## src/rtl/sm_pkg.sv

```systemverilog
// Shared sign-magnitude helpers: format constants, accumulator FSM state type,
// and conversions between sign-magnitude and two's complement.
package sm_pkg;

    localparam int unsigned         SM_W        = 16;
    localparam logic [SM_W-2:0]     SM_MAX      = 15'h7FFF;
    localparam logic [SM_W-1:0]     SM_NEG_ZERO = 16'h8000;

    typedef enum logic {
        ACC,
        OUT
    } state_t;

    // Sign-magnitude to two's complement, sign-extended from bit width-1 upward.
    // Negative zero folds to zero. width must be in 1..64.
    function automatic logic [63:0] sm2tc(input logic [SM_W-1:0] sm, input int unsigned width);
        logic [63:0]        full;
        logic signed [63:0] t;
        if (!sm[SM_W-1] || sm == SM_NEG_ZERO) begin
            full = 64'(sm[SM_W-2:0]);
        end else begin
            full = -64'(sm[SM_W-2:0]);
        end
        t = full << (64 - width);
        t = t >>> (64 - width);
        return t;
    endfunction

    // Two's complement to sign-magnitude with symmetric saturation; returns {sat, sm}.
    // Zero is always emitted as +0.
    function automatic logic [SM_W:0] tc2sm_sat(input logic signed [63:0] tc);
        logic signed [63:0] lim;
        logic [SM_W-2:0]    mag;
        lim = 64'(SM_MAX);
        if (tc > lim) begin
            return {1'b1, 1'b0, SM_MAX};
        end else if (tc < -lim) begin
            return {1'b1, 1'b1, SM_MAX};
        end else if (tc == 64'sd0) begin
            return '0;
        end else if (tc < 64'sd0) begin
            mag = (SM_W-1)'(-tc);
            return {1'b0, 1'b1, mag};
        end else begin
            mag = (SM_W-1)'(tc);
            return {1'b0, 1'b0, mag};
        end
    endfunction

endpackage

```

## src/rtl/sm2tc_conv.sv

```systemverilog
// Combinational operand converter: sign-magnitude in, ACC_W-bit two's complement out.
module sm2tc_conv
    import sm_pkg::*;
#(
    parameter int unsigned DATA_W = SM_W,
    parameter int unsigned ACC_W  = 24
) (
    input  logic [DATA_W-1:0] sm,
    output logic [ACC_W-1:0]  tc
);

    // Convert and sign-extend to accumulator width; -0 becomes 0.
    always_comb begin
        tc = ACC_W'(sm2tc(sm, ACC_W));
    end

endmodule

```

## src/rtl/sm_accumulator.sv

```systemverilog
// Streaming sign-magnitude packet reducer: converts operands to two's complement,
// sums each last-terminated packet and returns a saturated sign-magnitude total.
// DATA_W is expected to equal SM_W; ACC_W must exceed DATA_W.
module sm_accumulator
    import sm_pkg::*;
#(
    parameter int unsigned DATA_W = SM_W,
    parameter int unsigned ACC_W  = 24
) (
    input  logic              clk,
    input  logic              rst_n,
    input  logic              in_valid,
    output logic              in_ready,
    input  logic [DATA_W-1:0] in_data,
    input  logic              in_last,
    output logic              out_valid,
    input  logic              out_ready,
    output logic [DATA_W-1:0] out_data,
    output logic              out_sat,
    output logic              out_ovf
);

    state_t           state, state_nx;
    logic [ACC_W-1:0] in_tc;
    logic [ACC_W-1:0] s1_op;
    logic             s1_valid;
    logic             s1_last;
    logic [ACC_W-1:0] acc;
    logic [ACC_W-1:0] sum;
    logic             ovf_flag;
    logic             add_ovf;
    logic [SM_W:0]    conv;
    logic             accept;

    sm2tc_conv #(
        .DATA_W (DATA_W),
        .ACC_W  (ACC_W)
    ) u_conv (
        .sm (in_data),
        .tc (in_tc)
    );

    // Next state, input backpressure, adder, overflow detect and output conversion.
    always_comb begin
        state_nx = state;
        in_ready = 1'b0;
        case (state)
            ACC: begin
                in_ready = rst_n & ~(s1_valid & s1_last);
                if (s1_valid && s1_last) begin
                    state_nx = OUT;
                end
            end
            OUT: begin
                if (out_valid && out_ready) begin
                    state_nx = ACC;
                end
            end
            default: state_nx = ACC;
        endcase
        accept  = in_valid & in_ready;
        sum     = acc + s1_op;
        add_ovf = (acc[ACC_W-1] == s1_op[ACC_W-1]) && (sum[ACC_W-1] != acc[ACC_W-1]);
        conv    = tc2sm_sat({{(64-ACC_W){sum[ACC_W-1]}}, sum});
    end

    // Stage-1 register for accepted operands.
    always_ff @(posedge clk) begin
        if (!rst_n) begin
            s1_valid <= 1'b0;
            s1_last  <= 1'b0;
            s1_op    <= '0;
        end else begin
            s1_valid <= accept;
            if (accept) begin
                s1_op   <= in_tc;
                s1_last <= in_last;
            end
        end
    end

    // FSM state, accumulator, sticky overflow and held output registers.
    always_ff @(posedge clk) begin
        if (!rst_n) begin
            state     <= ACC;
            acc       <= '0;
            ovf_flag  <= 1'b0;
            out_valid <= 1'b0;
            out_data  <= '0;
            out_sat   <= 1'b0;
            out_ovf   <= 1'b0;
        end else begin
            state <= state_nx;
            if (state == ACC && s1_valid) begin
                if (s1_last) begin
                    out_data  <= conv[SM_W-1:0];
                    out_sat   <= conv[SM_W];
                    out_ovf   <= ovf_flag | add_ovf;
                    out_valid <= 1'b1;
                    acc       <= '0;
                    ovf_flag  <= 1'b0;
                end else begin
                    acc      <= sum;
                    ovf_flag <= ovf_flag | add_ovf;
                end
            end
            if (state == OUT && out_valid && out_ready) begin
                out_valid <= 1'b0;
            end
        end
    end

endmodule

```

## config.mk

```make
export PLATFORM = sky130hd
export DESIGN_NAME = sm_accumulator
export DESIGN_NICKNAME = d
export VERILOG_FILES = /design/src/rtl/sm_pkg.sv /design/src/rtl/sm2tc_conv.sv /design/src/rtl/sm_accumulator.sv
export SDC_FILE = /design/constraint.sdc
export NUM_CORES = 1
export LEC_CHECK = 0
export BUFFER_PORTS_ARGS = -buffer_cell sky130_fd_sc_hd__buf_2
export CAP_MARGIN = 0
export CORE_ASPECT_RATIO = 1.4
export CORE_MARGIN = 4
export CORE_UTILIZATION = 55
export DETAILED_ROUTE_END_ITERATION = 12
export PLACE_DENSITY = 0.77
export SYNTH_ARGS = -nofsm -noshare
export SYNTH_HDL_FRONTEND = slang
export SYNTH_SLANG_ARGS = --single-unit
```

## constraint.sdc

```tcl
create_clock -name clk -period 3.1 [get_ports clk]
set_input_delay 0.62 -clock clk [delete_from_list [all_inputs] [get_ports clk]]
set_output_delay 0.62 -clock clk [all_outputs]
set_load 0.005 [all_outputs]
```

# Word level (Yosys, flattened, before mapping)
# Index checks and enable logic that the tools add are counted.
# Widths: inputs -> output; s select.
# totals
register_bits	71
# op_classes
addsub	3
magnitude_cmp	3
n_eq_ne	3
muxes	11
bitwise_logic	7
n_reduce_logical	11
# op_table
cell	n
$logic_not 64->1	1
$mux 24	2
$mux 17	2
$mux 16	2
$add 24x24->24	1
$gt 24x16->1 const B	1
$lt 24x1->1 const B	1
$lt 24x16->1 const B	1
$neg 15->24	1
$eq 16x16->1 const B	1
$neg 15->15	1
$logic_and 1x1->1	6
$mux 1	4
$and 1x1->1	3
$not 1->1	3
$pmux 1 s2	1
$reduce_and 2->1	1
$reduce_or 2->1	1
$eq 1x1->1	1
$logic_not 1->1	1
$logic_or 1x1->1	1
$ne 1x1->1	1
$or 1x1->1	1

# Longest topological paths before layout
# Gate-level depths: netlist of the first run.
# logic_depth
ltp_word	6
depth_mapped	12
depth_no_buf	11

# Cells and area by module
# From an unflattened synthesis of the first run, not the netlist that was laid out.
# unflattened
cells_unflattened	606
area_unflattened_um2	4850.9
# by_module_without_submodules
module	instances	cells_each	area_per_inst_um2	seq_area_each_um2
sm_accumulator	1	531	4302.9	1421.4
sm2tc_conv	1	75	548.0	0.0

# Worst setup path before layout of the first run
# Ideal clock, no wire load.
# synth_path
path_kind	reg2reg
from	reg s1_op[0]
to	reg out_data[12]
setup_ns	0.129
arrival_time_ns	2.848
slack_ns	0.123
path_stages_with_launch	13
synth_period_minus_slack_ns	2.977
cell_sequence	dfxtp_1 -> ha_1 -> fa_1 -> a21oi_1 -> nor2_1 -> o211ai_1 -> a21boi_1 -> or3_1 -> a211oi_1 -> nand4_1 -> nand2_1 -> buf_2 -> a31oi_1
# synth_via
elab_chain_cells	6
# synth_rtl
item	line_no	rtl
start: declaration	sm_accumulator.sv:25	logic [ACC_W-1:0] s1_op;
start signal: assignment	sm_accumulator.sv:76	s1_op <= in_tc;
$add 24x24->24 (*)	sm_accumulator.sv:62	sum = acc + s1_op;
$lt 24x1->1 or $neg 15->15 (tied branches)	sm_pkg.sv:41, sm_pkg.sv:42	
$mux 16	sm_pkg.sv:41	end else if (tc < 64'sd0) begin
$mux 16	sm_pkg.sv:39	end else if (tc == 64'sd0) begin
$mux 17	sm_pkg.sv:37	end else if (tc < -lim) begin
$mux 17 (*)	sm_pkg.sv:35	if (tc > lim) begin
end signal: assignment	sm_accumulator.sv:96	out_data <= conv[SM_W-1:0];
end: declaration	sm_accumulator.sv:18	output logic [DATA_W-1:0] out_data,
# Every way passes the cells marked *; elsewhere a longest branch is shown, timed or not.
# A chain may end at the register's enable or synchronous reset.

# Worst setup path in the final report of the first run
# layout_path
from	reg s1_op[14]
to	reg out_data[9]
# layout_via
elab_chain_cells	6
# layout_rtl
item	line_no
$add 24x24->24 (*)	sm_accumulator.sv:62
$lt 24x1->1	sm_pkg.sv:41
$mux 16	sm_pkg.sv:41
$mux 16	sm_pkg.sv:39
$mux 17	sm_pkg.sv:37
$mux 17 (*)	sm_pkg.sv:35
# Marked as above.

==> results of run 1 <==
[power by group through the flow]
stage | sequential (mW) | clock (mW) | combinational [mW]
6_report | 0.977 | 0.975 | 0.707
3_3_place_gp | 0.992 | 0 | 0.657
4_1_cts | 0.976 | 0.990 | 0.684
2_1_floorplan | 0.987 | 0 | 0.470
3_5_place_dp | 0.994 | 0 | 0.669
5_1_grt | 0.981 | 1.03 | 0.780
[final timing paths]
kind                                     to       from  slack (ns)  depth (start not counted)
worst min register to register      acc[21]    acc[21]        0.46                          2
worst min-delay path                acc[21]    acc[21]        0.46                          2
worst max-delay path            out_data[9]  s1_op[14]        0.12                         11
worst max register to register  out_data[9]  s1_op[14]        0.12                         11
[synth_stat cells, types with 5 or more instances]
master and number:
a211o_1 5, o31ai_1 5, nand2b_1 7, a31oi_1 9
inv_1 15, dfxtp_1 70, nor2_1 62, a22oi_1 16
a21o_1 10, o21ai_0 46, and2_1 7, o22ai_1 5
clkbuf_1 19, or3_1 11, xor2_1 22, a21oi_2 7
nand3_1 27, buf_2 6, o21ai_1 16, xnor2_1 17
nand4_1 9, a21oi_1 50, a211oi_1 6, ha_1 26
nor3_1 17, and3_1 6, nand2_1 49
[through the flow]
step | util [%] | hold WS, ns | cells | TNS, ns | area [um2]
3_3_place_gp | 63.0 | 0.444 | 755 | 0 | 5190
6_report | 67.7 | 0.456 | 774 | 0 | 5580
4_1_cts | 66.8 | 0.456 | 772 | 0 | 5510
3_5_place_dp | 63.0 | 0.449 | 755 | -0.122 | 5190
5_1_grt | 67.7 | 0.480 | 774 | 0 | 5580
2_1_floorplan | - | 0.436 | 604 | 0 | 4700
[registers in the layout, summed over array words and instances (netlist names)]
name and flops:
ovf_flag 1, out_valid 1, s1_last 1, s1_valid 1, s1_op 23, out_data 16, out_sat 1, acc 24
out_ovf 1, state 1
[area by class of cell]
class	count	area, um2	area share [%]
clock inverter	4	20.0	0.359
multi-input combinational	490	3190	57.1
sequential	70	1400	25.1
inverter	15	56.3	1.01
clock buffer	12	267	4.77
tap	102	128	2.29
timing repair buffer	81	520	9.32
[what timing repair did]
item	4_1_cts	5_1_grt
hold buffers	0	0
setup buffers	1	2
gates cloned	0	0
pin swaps	1	6
resized for setup	4	16
setup endpoints to repair	15	16
[logic make-up after synthesis]
logic type	synth area share [%]
XOR/XNOR	7.61
AND/OR/NAND/NOR	22.2
buffers and inverters	3.99
flip-flops	29.8
AO/OA/AOI/OAI	28.4
multiplexers	0.639
adder cells (fa/ha/maj)	7.35
[critical path: cells and delay by family, from the launching register on]
family / cells / cell delay (ns)
AOI/OAI and AO/OA: 5 / 1.04
xor gates and xnor gates: 1 / 0.16
adders and majority gates: 1 / 0.39
buffers and inverters: 1 / 0.19
DFF: 1 / 0.31
muxes: 1 / 0.28
and+or+nand+nor: 2 / 0.46
[layer usage]
metal  share of wire, %  GRT usage, %  routed length (um)
met1                 41          32.0                5500
met4                2.0          9.31                 268
met3                5.3          5.12                 701
met2                 51          47.9                6810
met5                  0             0                   0
==> flow_summary.yaml, run 1 <==
outcome:
  status: "complete, no violations"
sta:
  worst_pin_slew_ns: 0.727
  fin_skew_ns: 0.00524
  fmax_mhz: 336
  setup_violations: 0
  grt_setup_unrepaired: "false"
  min_period_over_period_pct: 96.0
  drv_slew: 0
  hold_viol: 0
  maxSlewHeadroom_pct: 51.2
  fin_ws_ns: 0.124
  period_minus_slack_ns: 2.98
worst_setup_path:
  max_stage_delay_ns: 0.39
  required_ns: 3.32
  worst_path_max_delay_cell: "ha_1"
  path_max_fanout: 12
  critPathCaptureType: "register"
  path_class: "reg -> reg"
  cp.arrival_ns: 3.20
  setup.worst_path.start_class: "register"
  path_cells: "ha_1 -> a21oi_2 -> o21ai_1 -> a41o_1 -> or3_1 -> mux2i_2 -> nor2_1 -> buf_4 -> a21oi_1 -> xnor2_1 -> a31oi_1"
power_and_ir_drop:
  switching_share_pct: 30.9
  p_seq_share_pct: 36.7
  powerDensity_mw_per_mm2: 476
  intPower_mw: 1.84
  clkPwrFrac_pct: 36.7
  power_leakage_nw: 2.39
  power_mw: 2.66
  pwr-share-comb_pct: 26.6
  peakVddDrop_mv: 0.343
  switching_power_mw: 0.821
route:
  wl_mm: 13.3
  wl_per_cell_um: 17.2
  viasPerCell: 6.16
  vias: 4771
  drt_first_pass_iters: 5
  ant_nets: 0
  drc: 0
  drt_iter0_drc: 233
synthesis:
  ys_seq_area_share_pct: 29.8
  syn_area_per_cell_um2: 7.78
  synth_seq_cells: 70
  synth_async_sr_flop_share_pct: 0
  yosysTopAreaCell: "dfxtp_1"
  yosys-top-cells-area: "dfxtp_1 30%, ha_1 6.9%, a21oi_1 5.3%"
  synth_top_area_share_pct: 29.8
  synth_fp_nets: 652
  syn_area_mm2: 0.00470
  synthesis.instances: 604
  yosysUniqueCellTypes: 67
  synthFlopType: "dfxtp_1"
  yosysWarnings: 0
  synth_edf_count: 0
floorplan:
  io_pins: 41
  rows: 39
  start_util_pct: 57.0
  fp.coreArea_mm2: 0.00825
  fp.dieH_um: 117
  fp.dieW_um: 86.1
  dieArea_mm2: 0.0101
global_routing:
  grt_pass1_wl_mm: 22.0
  grt_pass1_vias: 4598
  grt_max_degree: 39
  grt_overflow: 0
  grt.total_usage_pct: 27.1
  antenna_found_initial: 0
hold_path:
  hold_path.class: "reg -> reg"
placed_design:
  dp_slack_ns: -0.0318
  io_buffers: 40
  routabilityCongestion: 0.984
  dp_hpwl_mm: 9.75
clock_tree:
  htree_levels: 3
  cts.sinks: 70
  cts_tree: "built"
  clk_pin_slew_ns: 0.06
  cts_buffers: 9
  clock_latency_ns: 0.34
  clock_path_buffers: 2
  clock-root-buffer: "clkbuf_16"
finish:
  drive_above_1_share_pct: 19.6
  final_common_cell: "dfxtp_1"
  final_cell_mix: "70 x dfxtp_1, 62 x nor2_1, 49 x nand2_1, 47 x a21oi_1, 43 x o21ai_0"
  nNetsFinal: 715
  diodes: 0
  nFillCells: 755
  area_growth_pct: 18.8
job:
  cap_violations: 0
Power figures use the tool's default switching activity.
==> run 2, diff against run 1 <==
--- a/config.mk
+++ b/config.mk
@@ -12,6 +12,7 @@
 export CORE_UTILIZATION = 55
 export DETAILED_ROUTE_END_ITERATION = 12
 export PLACE_DENSITY = 0.77
+export SETUP_SLACK_MARGIN = 0.15
 export SYNTH_ARGS = -nofsm -noshare
 export SYNTH_HDL_FRONTEND = slang
 export SYNTH_SLANG_ARGS = --single-unit
==> flow_summary.yaml, run 2 (same netlist as run 1, synthesis figures left out) <==
sta:
  setup_violations: 0
  fin_skew_ns: 0.00575
  period_minus_slack_ns: 2.96
  min_period_over_period_pct: 95.6
  fmax_mhz: 338
  grt_setup_unrepaired: "true"
  worst_pin_slew_ns: 0.721
  hold_viol: 0
  drv_slew: 0
  maxSlewHeadroom_pct: 51.6
  fin_ws_ns: 0.137
  holdWs_ns: 0.466
global_routing:
  grt_pass1_vias: 4569
  grt.total_usage_pct: 26.9
  grt_pass1_wl_mm: 21.8
  grt_max_degree: 39
  antenna_found_initial: 0
  grt_overflow: 0
placed_design:
  routabilityCongestion: 0.960
  dpl_cell_area_mm2: 0.00517
  io_buffers: 40
  dp_slack_ns: -0.0410
  placed_cells: 750
  dp_hpwl_mm: 9.81
floorplan:
  fp.dieW_um: 86.1
  start_util_pct: 57.0
  dieArea_mm2: 0.0101
  fp.dieH_um: 117
  io_pins: 41
  rows: 39
  fp.coreArea_mm2: 0.00825
outcome:
  status: "complete, no violations"
route:
  drt_iter0_drc: 299
  vias: 4748
  wl_per_cell_um: 17.5
  ant_nets: 0
  viasPerCell: 6.12
  drc: 0
  drt_first_pass_iters: 5
  wl_mm: 13.6
finish:
  reg.largest.list: "acc x24, s1_op x23, out_data x16"
  final_common_cell: "dfxtp_1"
  final_area_mm2: 0.00587
  drive_above_1_share_pct: 25.5
  area_growth_pct: 25.0
  final_cell_mix: "66 x dfxtp_1, 60 x nor2_1, 46 x nand2_1, 43 x a21oi_1"
  diodes: 0
  top_register: "acc"
  nNetsFinal: 717
  largest_reg_flops: 24
  stdcell_count: 776
worst_setup_path:
  path_max_fanout: 5
  cp.arrival_ns: 3.18
  setup.worst_path.start_class: "register"
  path_class: "reg -> reg"
  worst_path_max_delay_cell: "a2111o_1"
  critPathCaptureType: "register"
  path_cells: "ha_4 -> a21o_1 -> nand4_1 -> a2111o_1 -> and3_4 -> a211o_1 -> a31oi_1 -> nand4_1 -> buf_6 -> o22ai_2 -> a21oi_2"
  path_buf_inv: 1
  crit_family: "compound AO/OA/AOI/OAI gates"
  max_stage_delay_ns: 0.50
  critical_path.most_common_cell: "nand4_1"
  required_ns: 3.32
job:
  cap_violations: 0
power_and_ir_drop:
  power_leakage_nw: 2.40
  powerDensity_mw_per_mm2: 480
  peakVddDrop_mv: 0.416
hold_path:
  hold_path.class: "reg -> reg"
clock_tree:
  clock_path_buffers: 2
  clock_latency_ns: 0.34
  clock-root-buffer: "clkbuf_16"
  cts.sinks: 70
  cts_buffers: 9
  ctsHoldBuffers: 0
  cts_tree: "built"
  htree_levels: 3
  clk_pin_slew_ns: 0.05
run 2: cell count changes in the layout (fill, tap and decap cells not counted), moves of 3 or more:
cell     delta
nand2_1     -3
dfxtp_1     -4
ha_2        +4
ha_4        +4
a21oi_2     +3
nand2_2     +3
dfxtp_2     +3
a21oi_1     -4
o22ai_1     -3
ha_1        -8
run 2: final timing paths:
check	startpoint	end	slack, ns	cells past startpoint
min reg2reg	s1_op[11]	s1_op[11]	0.47	2
max reg2reg	s1_op[1]	out_data[11]	0.14	11
min	s1_op[11]	s1_op[11]	0.47	2
max	s1_op[1]	out_data[11]	0.14	11
run 2: per-layer routing:
metal	vias to the layer above	GRT usage [%]	routed length [um]	part of all wire, %
met3	48	4.28	683	5.0
met2	144	45.3	6590	49
met1	2198	32.4	5730	42
met4	0	13.4	565	4.2
li1	2358	-	-	-
met5	-	0	0	0
run 2: layout make-up:
cell class / count / area (um2)
Fill cell: 679 / 2370
Multi-Input combinational cell: 490 / 3440
Timing Repair Buffer: 83 / 539
Clock inverter: 4 / 45.0
Inverter: 15 / 56.3
Tap cell: 102 / 128
Clock buffer: 12 / 256
Sequential cell: 70 / 1410
run 2: worst register-to-register path, cell delays in order (launching register included):
cell	delay (ns)
dfxtp_4	0.37
ha_4	0.28
a21o_1	0.15
nand4_1	0.16
a2111o_1	0.50
and3_4	0.19
a211o_1	0.31
a31oi_1	0.19
nand4_1	0.21
buf_6	0.21
o22ai_2	0.20
a21oi_2	0.08
run 2: metrics by stage:
| step | power [mW] | TNS [ns] | utilization [%] |
|---|---|---|---|
| after global placement | 1.65 | 0 | 62.7 |
| after floorplan | 1.46 | 0 | - |
| after global routing | 2.94 | 0 | 71.2 |
| after detailed placement | 1.66 | -0.0906 | 62.7 |
| final | 2.82 | 0 | 71.2 |
| after CTS | 2.72 | 0 | 67.6 |
run 2: power breakdown:
group | leakage, nW | switching, mW | internal [mW]
combinational | 1.68 | 0.462 | 0.344
clock | 0.152 | 0.371 | 0.661
sequential | 0.572 | 0.0346 | 0.947
total | 2.40 | 0.868 | 1.95
run 2: repair_timing:
item / CTS / global route
endpoints found under the setup margin: 16 / 18
gates resized for setup: 18 / 53
buffers inserted: 2 / 8
pin swaps: 4 / 23
